**config.mk**
```make
export PLATFORM = sky130hd
export DESIGN_NAME = code_lock_fsm
export DESIGN_NICKNAME = d
export VERILOG_FILES = /design/src/rtl/code_lock_pkg.sv /design/src/rtl/code_lock_fsm_compare.sv /design/src/rtl/code_lock_fsm.sv
export SDC_FILE = /design/constraint.sdc
export NUM_CORES = 1
export LEC_CHECK = 0
export CAP_MARGIN = 0
export CELL_PAD_IN_SITES_DETAIL_PLACEMENT = 2
export CELL_PAD_IN_SITES_GLOBAL_PLACEMENT = 2
export CORE_AREA = 5 5 60 89
export CTS_CLUSTER_SIZE = 10
export DETAILED_ROUTE_END_ITERATION = 7
export DIE_AREA = 0 0 65 94
export MAX_ROUTING_LAYER = met4
export PLACE_DENSITY = 0.8
export SLEW_MARGIN = 5
export SYNTH_ARGS = -nofsm -noshare
export SYNTH_HDL_FRONTEND = slang
export SYNTH_SLANG_ARGS = --single-unit
```
**constraint.sdc**
```tcl
create_clock -name clk -period 4.6 [get_ports clk]
set_input_delay 1.15 -clock clk [delete_from_list [all_inputs] [get_ports clk]]
set_output_delay 1.15 -clock clk [all_outputs]
set_load 0.02 [all_outputs]
```
**src/rtl/code_lock_pkg.sv**
```systemverilog
// Shared types and defaults for the code lock FSM.
package code_lock_pkg;

  // Width of the tries_left output
  localparam int unsigned TRIES_W = 4;

  // Parameter defaults
  localparam int unsigned DEF_CODE_W      = 3;
  localparam int unsigned DEF_MAX_TRIES   = 3;
  localparam int unsigned DEF_LOCK_CYCLES = 16;
  localparam int unsigned DEF_RESET_CODE  = 1;

  typedef enum logic [1:0] {
    ST_SECURE  = 2'b00,
    ST_OPEN    = 2'b01,
    ST_LOCKOUT = 2'b10
  } state_e;

endpackage

```
**src/rtl/code_lock_fsm_compare.sv**
```systemverilog
// Combinational "equal to stored code and nonzero" test.
module code_compare #(
  parameter int unsigned CODE_W = 3
) (
  input  logic [CODE_W-1:0] code_a_i,
  input  logic [CODE_W-1:0] code_b_i,
  output logic              eq_nz_o
);

  // An all-zero entry never matches, even against an all-zero reference
  always_comb begin
    eq_nz_o = (code_a_i == code_b_i) && (|code_a_i);
  end

endmodule

```
**src/rtl/code_lock_fsm.sv**
```systemverilog
// Code lock: SECURE / OPEN / LOCKOUT with retry counting and timed lockout.
module code_lock_fsm
  import code_lock_pkg::*;
#(
  parameter int unsigned       CODE_W      = DEF_CODE_W,
  parameter int unsigned       MAX_TRIES   = DEF_MAX_TRIES,
  parameter int unsigned       LOCK_CYCLES = DEF_LOCK_CYCLES,
  parameter logic [CODE_W-1:0] RESET_CODE  = CODE_W'(DEF_RESET_CODE)
) (
  input  logic               clk,
  input  logic               reset,
  input  logic [CODE_W-1:0]  code_in,
  input  logic               code_valid,
  input  logic               prog,
  input  logic               lock_req,
  output logic               unlocked,
  output logic               lockout,
  output logic               match,
  output logic               fail,
  output logic [TRIES_W-1:0] tries_left
);

  if (CODE_W < 2 || CODE_W > 16) begin : g_bad_code_w
    $error("code_lock_fsm: CODE_W must be in 2..16");
  end
  if (MAX_TRIES < 1 || MAX_TRIES > 15) begin : g_bad_max_tries
    $error("code_lock_fsm: MAX_TRIES must be in 1..15");
  end
  if (LOCK_CYCLES < 1 || LOCK_CYCLES > 65535) begin : g_bad_lock_cycles
    $error("code_lock_fsm: LOCK_CYCLES must be in 1..65535");
  end
  if (RESET_CODE == '0) begin : g_bad_reset_code
    $error("code_lock_fsm: RESET_CODE must be nonzero");
  end

  localparam logic [TRIES_W-1:0] MAX_T  = TRIES_W'(MAX_TRIES);
  localparam logic [15:0]         LOCK_T = 16'(LOCK_CYCLES - 1);

  state_e              state_q, state_d;
  logic [CODE_W-1:0]   code_q, code_d;
  logic [TRIES_W-1:0]  fails_q, fails_d;
  logic [15:0]         timer_q, timer_d;
  logic                unlocked_q, unlocked_d;
  logic                lockout_q, lockout_d;
  logic                match_q, match_d;
  logic                fail_q, fail_d;
  logic [TRIES_W-1:0]  tries_q, tries_d;
  logic                code_ok;
  logic [TRIES_W-1:0]  fails_inc;

  code_compare #(
    .CODE_W (CODE_W)
  ) u_cmp (
    .code_a_i (code_in),
    .code_b_i (code_q),
    .eq_nz_o  (code_ok)
  );

  assign fails_inc = fails_q + TRIES_W'(1);

  // Next-state, datapath and registered-output values
  always_comb begin
    state_d = state_q;
    code_d  = code_q;
    fails_d = fails_q;
    timer_d = timer_q;
    match_d = 1'b0;
    fail_d  = 1'b0;

    unique case (state_q)
      ST_SECURE: begin
        if (code_valid) begin
          if (code_ok) begin
            state_d = ST_OPEN;
            match_d = 1'b1;
            fails_d = '0;
          end else begin
            fail_d = 1'b1;
            // Counter saturates at MAX_TRIES, which is also the lockout trigger
            if (fails_inc >= MAX_T) begin
              fails_d = MAX_T;
              state_d = ST_LOCKOUT;
              timer_d = LOCK_T;
            end else begin
              fails_d = fails_inc;
            end
          end
        end
      end

      ST_OPEN: begin
        // lock_req takes priority over any concurrent entry
        if (lock_req) begin
          state_d = ST_SECURE;
        end else if (code_valid && prog) begin
          if (|code_in) begin
            code_d  = code_in;
            match_d = 1'b1;
          end else begin
            fail_d = 1'b1;
          end
        end
      end

      ST_LOCKOUT: begin
        if (timer_q == '0) begin
          state_d = ST_SECURE;
          fails_d = '0;
        end else begin
          timer_d = timer_q - 16'd1;
        end
      end

      default: begin
        state_d = ST_SECURE;
        fails_d = '0;
        timer_d = '0;
      end
    endcase

    unlocked_d = (state_d == ST_OPEN);
    lockout_d  = (state_d == ST_LOCKOUT);
    tries_d    = MAX_T - fails_d;
  end

  // State and output registers with asynchronous reset
  always_ff @(posedge clk or posedge reset) begin
    if (reset) begin
      state_q    <= ST_SECURE;
      code_q     <= RESET_CODE;
      fails_q    <= '0;
      timer_q    <= '0;
      unlocked_q <= 1'b0;
      lockout_q  <= 1'b0;
      match_q    <= 1'b0;
      fail_q     <= 1'b0;
      tries_q    <= MAX_T;
    end else begin
      state_q    <= state_d;
      code_q     <= code_d;
      fails_q    <= fails_d;
      timer_q    <= timer_d;
      unlocked_q <= unlocked_d;
      lockout_q  <= lockout_d;
      match_q    <= match_d;
      fail_q     <= fail_d;
      tries_q    <= tries_d;
    end
  end

  assign unlocked   = unlocked_q;
  assign lockout    = lockout_q;
  assign match      = match_q;
  assign fail       = fail_q;
  assign tries_left = tries_q;

endmodule

```
==> reports/metrics.yaml, run 1 <==
status:
  status: "complete, no violations"
detailed_routing:
  vias: 1337
  avgViaCountPerCell: 5.813
  drc: 0
  wl_um: 4312
  drt_iter0_drc: 35
  wl_per_cell_um: 18.75
  dr.pass1.iters: 4
  ant_nets: 0
timing:
  drv_slew: 0
  report.final.hold_viol_count: 0
  post-route-period-util_pct: 63.75
  max_slew.worst_pin.slew_ns: 0.6896
  fmax_ghz: 0.3410
  setup_viol: 0
  slew_headroom_pct: 54.03
  min_period_ns: 2.933
  fin_tns_setup_ns: 0
  skew_ns: 0.005700
  rsz0062_at_grt: "no"
yosys:
  syn_area_per_cell_um2: 10.68
  async_flop_share_pct: 100.0
  synth.area.top_cells: "dfrtp_1 42%, dfstp_2 4.5%, xor2_1 3.5%"
  synth_top_area_share_pct: 41.70
  synth_edf_count: 0
  yosysUniqueCellTypes: 53
  yosysTopAreaCell: "dfrtp_1"
  syn_nets: 174
  ys_warn_count: 0
  synthCells: 163
  syn-cell-area_um2: 1740
  synth-seq-cells: 32
  synth_top_flop_cell: "dfrtp_1"
  seq_area_frac_synth_pct: 46.23
clock_network:
  cts-buffers-inserted: 5
  cts.sinks: 32
  path_clk_slew_ns: 0.07
  htree_num_levels: 2
  ctsHoldBuffers: 0
  cts_tree: "yes"
  clock_latency_ns: 0.29
  clock_path_buffers: 2
  root_buffer: "clkbuf_8"
  post_cts_resized: 0
  cts_setup_buffers: 0
grt:
  grt_use_met3_pct: 4.192
  grt_pass1_wl_um: 7486
  grt_use_total_pct: 16.69
  grt-busiest-layer: "met2"
  grt_overflow: 0
  antenna_found_initial: 0
  grt_max_degree: 33
  grt_use_met2_pct: 31.43
  met1_usage_pct: 15.98
  grt_pass1_vias: 1530
floorplan:
  die_w_um: 65
  die_y_um: 94
  core_area_um2: 4467
  start_util_pct: 38.96
  row_count: 30
  dieArea_um2: 6110
  num_io_pins: 16
placement:
  dp_hpwl_um: 3345
  port-buffer-count: 15
  place_inst: 222
  placed_area_um2: 1927
  gp_congestion: 0.7973
job:
  maxCapViolCount: 0
power:
  p_leak_uw: 0.0008335
  ir_drop_v: 0.0002072
  p_int_uw: 602.9
  p_per_area_nw_per_um2: 478.2
  clkPwrFrac_pct: 23.3
  swShare_pct: 37.61
  p_comb_share_pct: 29.3
  seqPwrFrac_pct: 47.5
  p_switching_uw: 363.4
finish:
  final_area_um2: 2021
  drive_above_1_share_pct: 17.58
  final_cells: 230
  areaGrowthSynthToFinish_pct: 16.10
  fill_cells: 453
  n_antenna_cell: 0
  final_net_count: 192
min_path:
  worstHoldPathCells: 2
  hold_class: "reg2reg"
worst_setup_path:
  start_kind: "input pin"
  required_ns: 4.81
  slowest_stage: "nor4_1"
  crit_chain: "clkdlybuf4s50_1, xor2_1, nor4_1, nor4_2, a21o_1, a21oi_2"
  r2r_cells: 7
  endpoint_kind: "flip-flop"
  cp_max_fo: 10
  crit_path_max_incr_delay_ns: 0.61
  path_class: "in2reg"
  worstPathArrival_ns: 3.14
[final cells by class]
class,count,area (µm²),share of cell area (%)
timing repair buffer,16,157.7,7.802
clock buffer,7,86.33,4.272
clock inverter,1,7.507,0.3715
sequential,32,804.5,39.81
multi-input combinational,119,878.3,43.47
tap,48,60.06,2.972
inverter,7,26.28,1.300
[power groups by stage]
| stage | clock [µW] | sequential (µW) | combinational (µW) |
|---|---|---|---|
| floorplan | 0 | 444 | 210 |
| global route | 251 | 472 | 314 |
| detailed placement | 0 | 465 | 286 |
| CTS | 233 | 460 | 290 |
| finish | 225 | 459 | 283 |
| global placement | 0 | 453 | 266 |
[flip-flops by register name, indices dropped and copies added, names as in the netlist, 2 cells and up]
register	cells
code_q	3
fails_q	3
state_q	2
timer_q	16
tries_left	4
[metal layers]
metal / share of wire, % / vias to the layer above / wire length, µm
li1: - / 629 / -
met1: 36 / 687 / 1555
met2: 61 / 17 / 2620
met3: 2.3 / 4 / 99
met4: 0.88 / 0 / 38
met5: 0 / - / 0
[Yosys cell counts, types with 3 or more instances]
cell / n
nand2b_1: 4
or4_1: 4
inv_1: 7
ha_1: 3
xor2_1: 7
nand2_1: 16
dfrtp_1: 29
a21oi_1: 3
dfstp_2: 3
a22o_1: 4
o31ai_1: 5
o21ai_0: 3
nor2_2: 4
a21oi_2: 6
and2_1: 3
nor3_1: 8
nor2_1: 6
[metrics by stage]
stage	hold WS (ns)	util (%)	setup slack, ns	power, µW
6_report	0.4937	45.24	1.667	966.3
5_1_grt	0.5231	45.24	1.559	1037
4_1_cts	0.5003	45.24	1.645	983.9
3_5_place_dp	0.4858	43.14	1.344	751.2
3_3_place_gp	0.4663	43.14	1.430	718.5
2_1_floorplan	0.4532	-	2.188	653.5
[layout by cell type, fill, tap and decap left out, types with 3 or more instances in the layout]
master            n
or4_1             4
o21ai_0           3
nor3_1            8
nor2_2            4
a21oi_1           3
nand2b_1          4
inv_1             7
dfstp_2           3
a22o_1            4
xor2_1            7
a21oi_2           6
o31ai_1           5
and2_1            3
clkbuf_8          6
dfrtp_1          29
nand2_1          16
clkdlybuf4s50_1  15
nor2_1            6
ha_1              3
[cell families after synthesis]
kind of cell / after synthesis / share of synthesized area, %
adders and majority gates: 3 / 2.157
buffers and inverters: 12 / 3.307
and+or+nand+nor: 66 / 24.37
muxes: 2 / 1.150
DFF: 32 / 46.23
xor gates and xnor gates: 8 / 4.026
AOI/OAI and AO/OA: 40 / 18.76
[worst max-delay path: cells and delay by family]
family                    cells  cell delay [ns]
and+or+nand+nor               2             0.78
buffers and inverters         1             0.47
xor gates and xnor gates      1             0.16
AOI/OAI and AO/OA             2             0.57
[worst paths after layout]
kind                                       start                       to  slack (ns)
setup / recovery                      code_in[2]  timer_q[13]$_DFFE_PP0P_        1.67
hold / removal             code_q[0]$_DFFE_PP1P_    code_q[0]$_DFFE_PP1P_        0.49
setup reg to reg            fails_q[0]$_DFF_PP0_  timer_q[13]$_DFFE_PP0P_        2.32
hold reg to reg            code_q[0]$_DFFE_PP1P_    code_q[0]$_DFFE_PP1P_        0.49
max in group asynchronous                  reset  tries_left[1]$_DFF_PP1_        3.01
min in group asynchronous                  reset  timer_q[15]$_DFFE_PP0P_        1.25
Note: power is estimated with default switching activity, not from simulation.
==> inputs of run 2 (changes only) <==
Settings changed: CORE_AREA 5 5 60 89 to 5 5 66 97, DIE_AREA 0 0 65 94 to 0 0 71 102, PLACE_DENSITY 0.8 to 0.7.
Clock period 4.6 ns to 2.55 ns, I/O delays scaled along.
==> reports/metrics.yaml, run 2 (same netlist as run 1, synthesis figures left out) <==
finish:
  ff_latch_area_um2: 804.5
  multiInputGateArea_um2: 878.3
  layout_commonest_cell: "dfrtp_1"
  final_area_um2: 2153
  final_cells: 260
  fill_cells: 595
  largest_register_ffs: 16
  areaGrowthSynthToFinish_pct: 23.72
  n_antenna_cell: 0
  final_net_count: 200
  final_util_pct: 39.51
  final_cell_mix: "29 x dfrtp_1, 16 x nand2_1, 15 x clkdlybuf4s50_1"
  largest_register: "timer_q"
  drive_above_1_share_pct: 21.58
min_path:
  hold_class: "reg2reg"
worst_setup_path:
  crit_path_max_incr_delay_ns: 0.60
  crit_chain: "inv_1, ha_1, nand3b_1, o31ai_1, nor4_2, buf_4, a31oi_1, o22ai_1"
  worstPathArrival_ns: 2.36
  start_kind: "flip-flop"
  path_delay_family: "compound AO/OA/AOI/OAI gates"
  slowest_stage: "o31ai_1"
  required_ns: 2.70
  path_class: "reg2reg"
  cp_num_buf_inv: 2
  cp_max_fo: 7
  endpoint_kind: "flip-flop"
clock_network:
  cts_setup_buffers: 0
  post_cts_resized: 0
  clock_path_buffers: 2
  htree_num_levels: 2
  ctsHoldBuffers: 0
  cts-buffers-inserted: 5
  root_buffer: "clkbuf_8"
  cts.sinks: 32
  cts_tree: "yes"
  clock_latency_ns: 0.29
  path_clk_slew_ns: 0.07
power:
  seqPwrFrac_pct: 43.4
  p_leak_uw: 0.0008983
  p_switching_uw: 671.4
  clkPwrFrac_pct: 28.8
  p_per_area_nw_per_um2: 880.3
  p_int_uw: 1224
  ir_drop_v: 0.0003562
  p_comb_share_pct: 27.8
  swShare_pct: 35.42
grt:
  grt_max_degree: 33
  antenna_found_initial: 0
  grt_pass1_wl_um: 8231
  grt_overflow: 0
  grt_pass1_vias: 1619
  grt_use_total_pct: 14.92
timing:
  min_period_ns: 2.209
  skew_ns: 0.006139
  rsz0062_at_grt: "no"
  max_slew.worst_pin.slew_ns: 0.7127
  fmax_ghz: 0.4528
  report.final.hold_viol_count: 0
  setup_viol: 0
  fin_ws_ns: 0.3415
  fin_tns_setup_ns: 0
  slew_headroom_pct: 52.08
  drv_slew: 0
  post-route-period-util_pct: 86.61
detailed_routing:
  drc: 0
  avgViaCountPerCell: 5.404
  dr.pass1.iters: 4
  wl_per_cell_um: 18.20
  vias: 1405
  wl_um: 4731
  drt_iter0_drc: 61
  ant_nets: 0
status:
  status: "complete, no violations"
floorplan:
  dieArea_um2: 7242
  core_area_um2: 5450
  die_w_um: 71
  row_count: 33
  die_y_um: 102
  start_util_pct: 31.93
  num_io_pins: 16
placement:
  dp_hpwl_um: 3537
  gp_congestion: 0.7816
  place_ws_ns: 0.1779
  place_inst: 252
  port-buffer-count: 15
  placed_area_um2: 2027
job:
  maxCapViolCount: 0
## run 2: changes by cell type in the layout (fill, tap and decap cells not counted), sizes merged
cell / previous run / this run
buf: 1 / 9
bufinv: 0 / 1
clkinvlp: 1 / 0
## run 2: area by class of cell
type	instances	share of cell area, %
tap	70	4.067
sequential	32	37.36
multi-input combinational	119	40.79
inverter	7	1.220
timing repair buffer	24	10.69
clock buffer	7	4.474
clock inverter	1	1.395
## run 2: power by group through the flow
stage	Clock [µW]	Sequential [µW]	Combinational [µW]
after floorplan	0	800	379
after global placement	0	817	499
after detailed placement	0	833	532
after CTS	554	824	541
after global routing	578	851	595
final	545	823	528
## run 2: routing by layer
metal | wire [µm] | GRT usage (%) | vias to the layer above
met5 | 0 | - | -
met4 | 87 | 5.355 | 0
met3 | 103 | 3.051 | 7
met2 | 2726 | 26.80 | 17
met1 | 1813 | 16.16 | 728
li1 | - | - | 653
## run 2: worst paths after layout
check / start / to / slack, ns / cells after the start
min in group asynchronous: reset / timer_q[10]$_DFFE_PP0P_ / 0.74 / 3
hold reg to reg: code_q[0]$_DFFE_PP1P_ / code_q[0]$_DFFE_PP1P_ / 0.49 / 2
hold / removal: code_q[0]$_DFFE_PP1P_ / code_q[0]$_DFFE_PP1P_ / 0.49 / 2
setup / recovery: fails_q[0]$_DFF_PP0_ / timer_q[2]$_DFFE_PP0P_ / 0.34 / 8
max in group asynchronous: reset / tries_left[1]$_DFF_PP1_ / 1.45 / 3
setup reg to reg: fails_q[0]$_DFF_PP0_ / timer_q[2]$_DFFE_PP0P_ / 0.34 / 8
## run 2: worst min-delay path: cells and delay by family (launching register included)
| kind | cells | cell delay (ns) |
|---|---|---|
| flops | 1 | 0.39 |
| simple gates | 2 | 0.11 |
## run 2: metrics by stage
step | power, µW | hold slack, ns
after global placement | 1316 | 0.4682
after CTS | 1920 | 0.4958
after floorplan | 1179 | 0.4532
after detailed placement | 1365 | 0.4799
after global routing | 2024 | 0.5293
final | 1896 | 0.4924
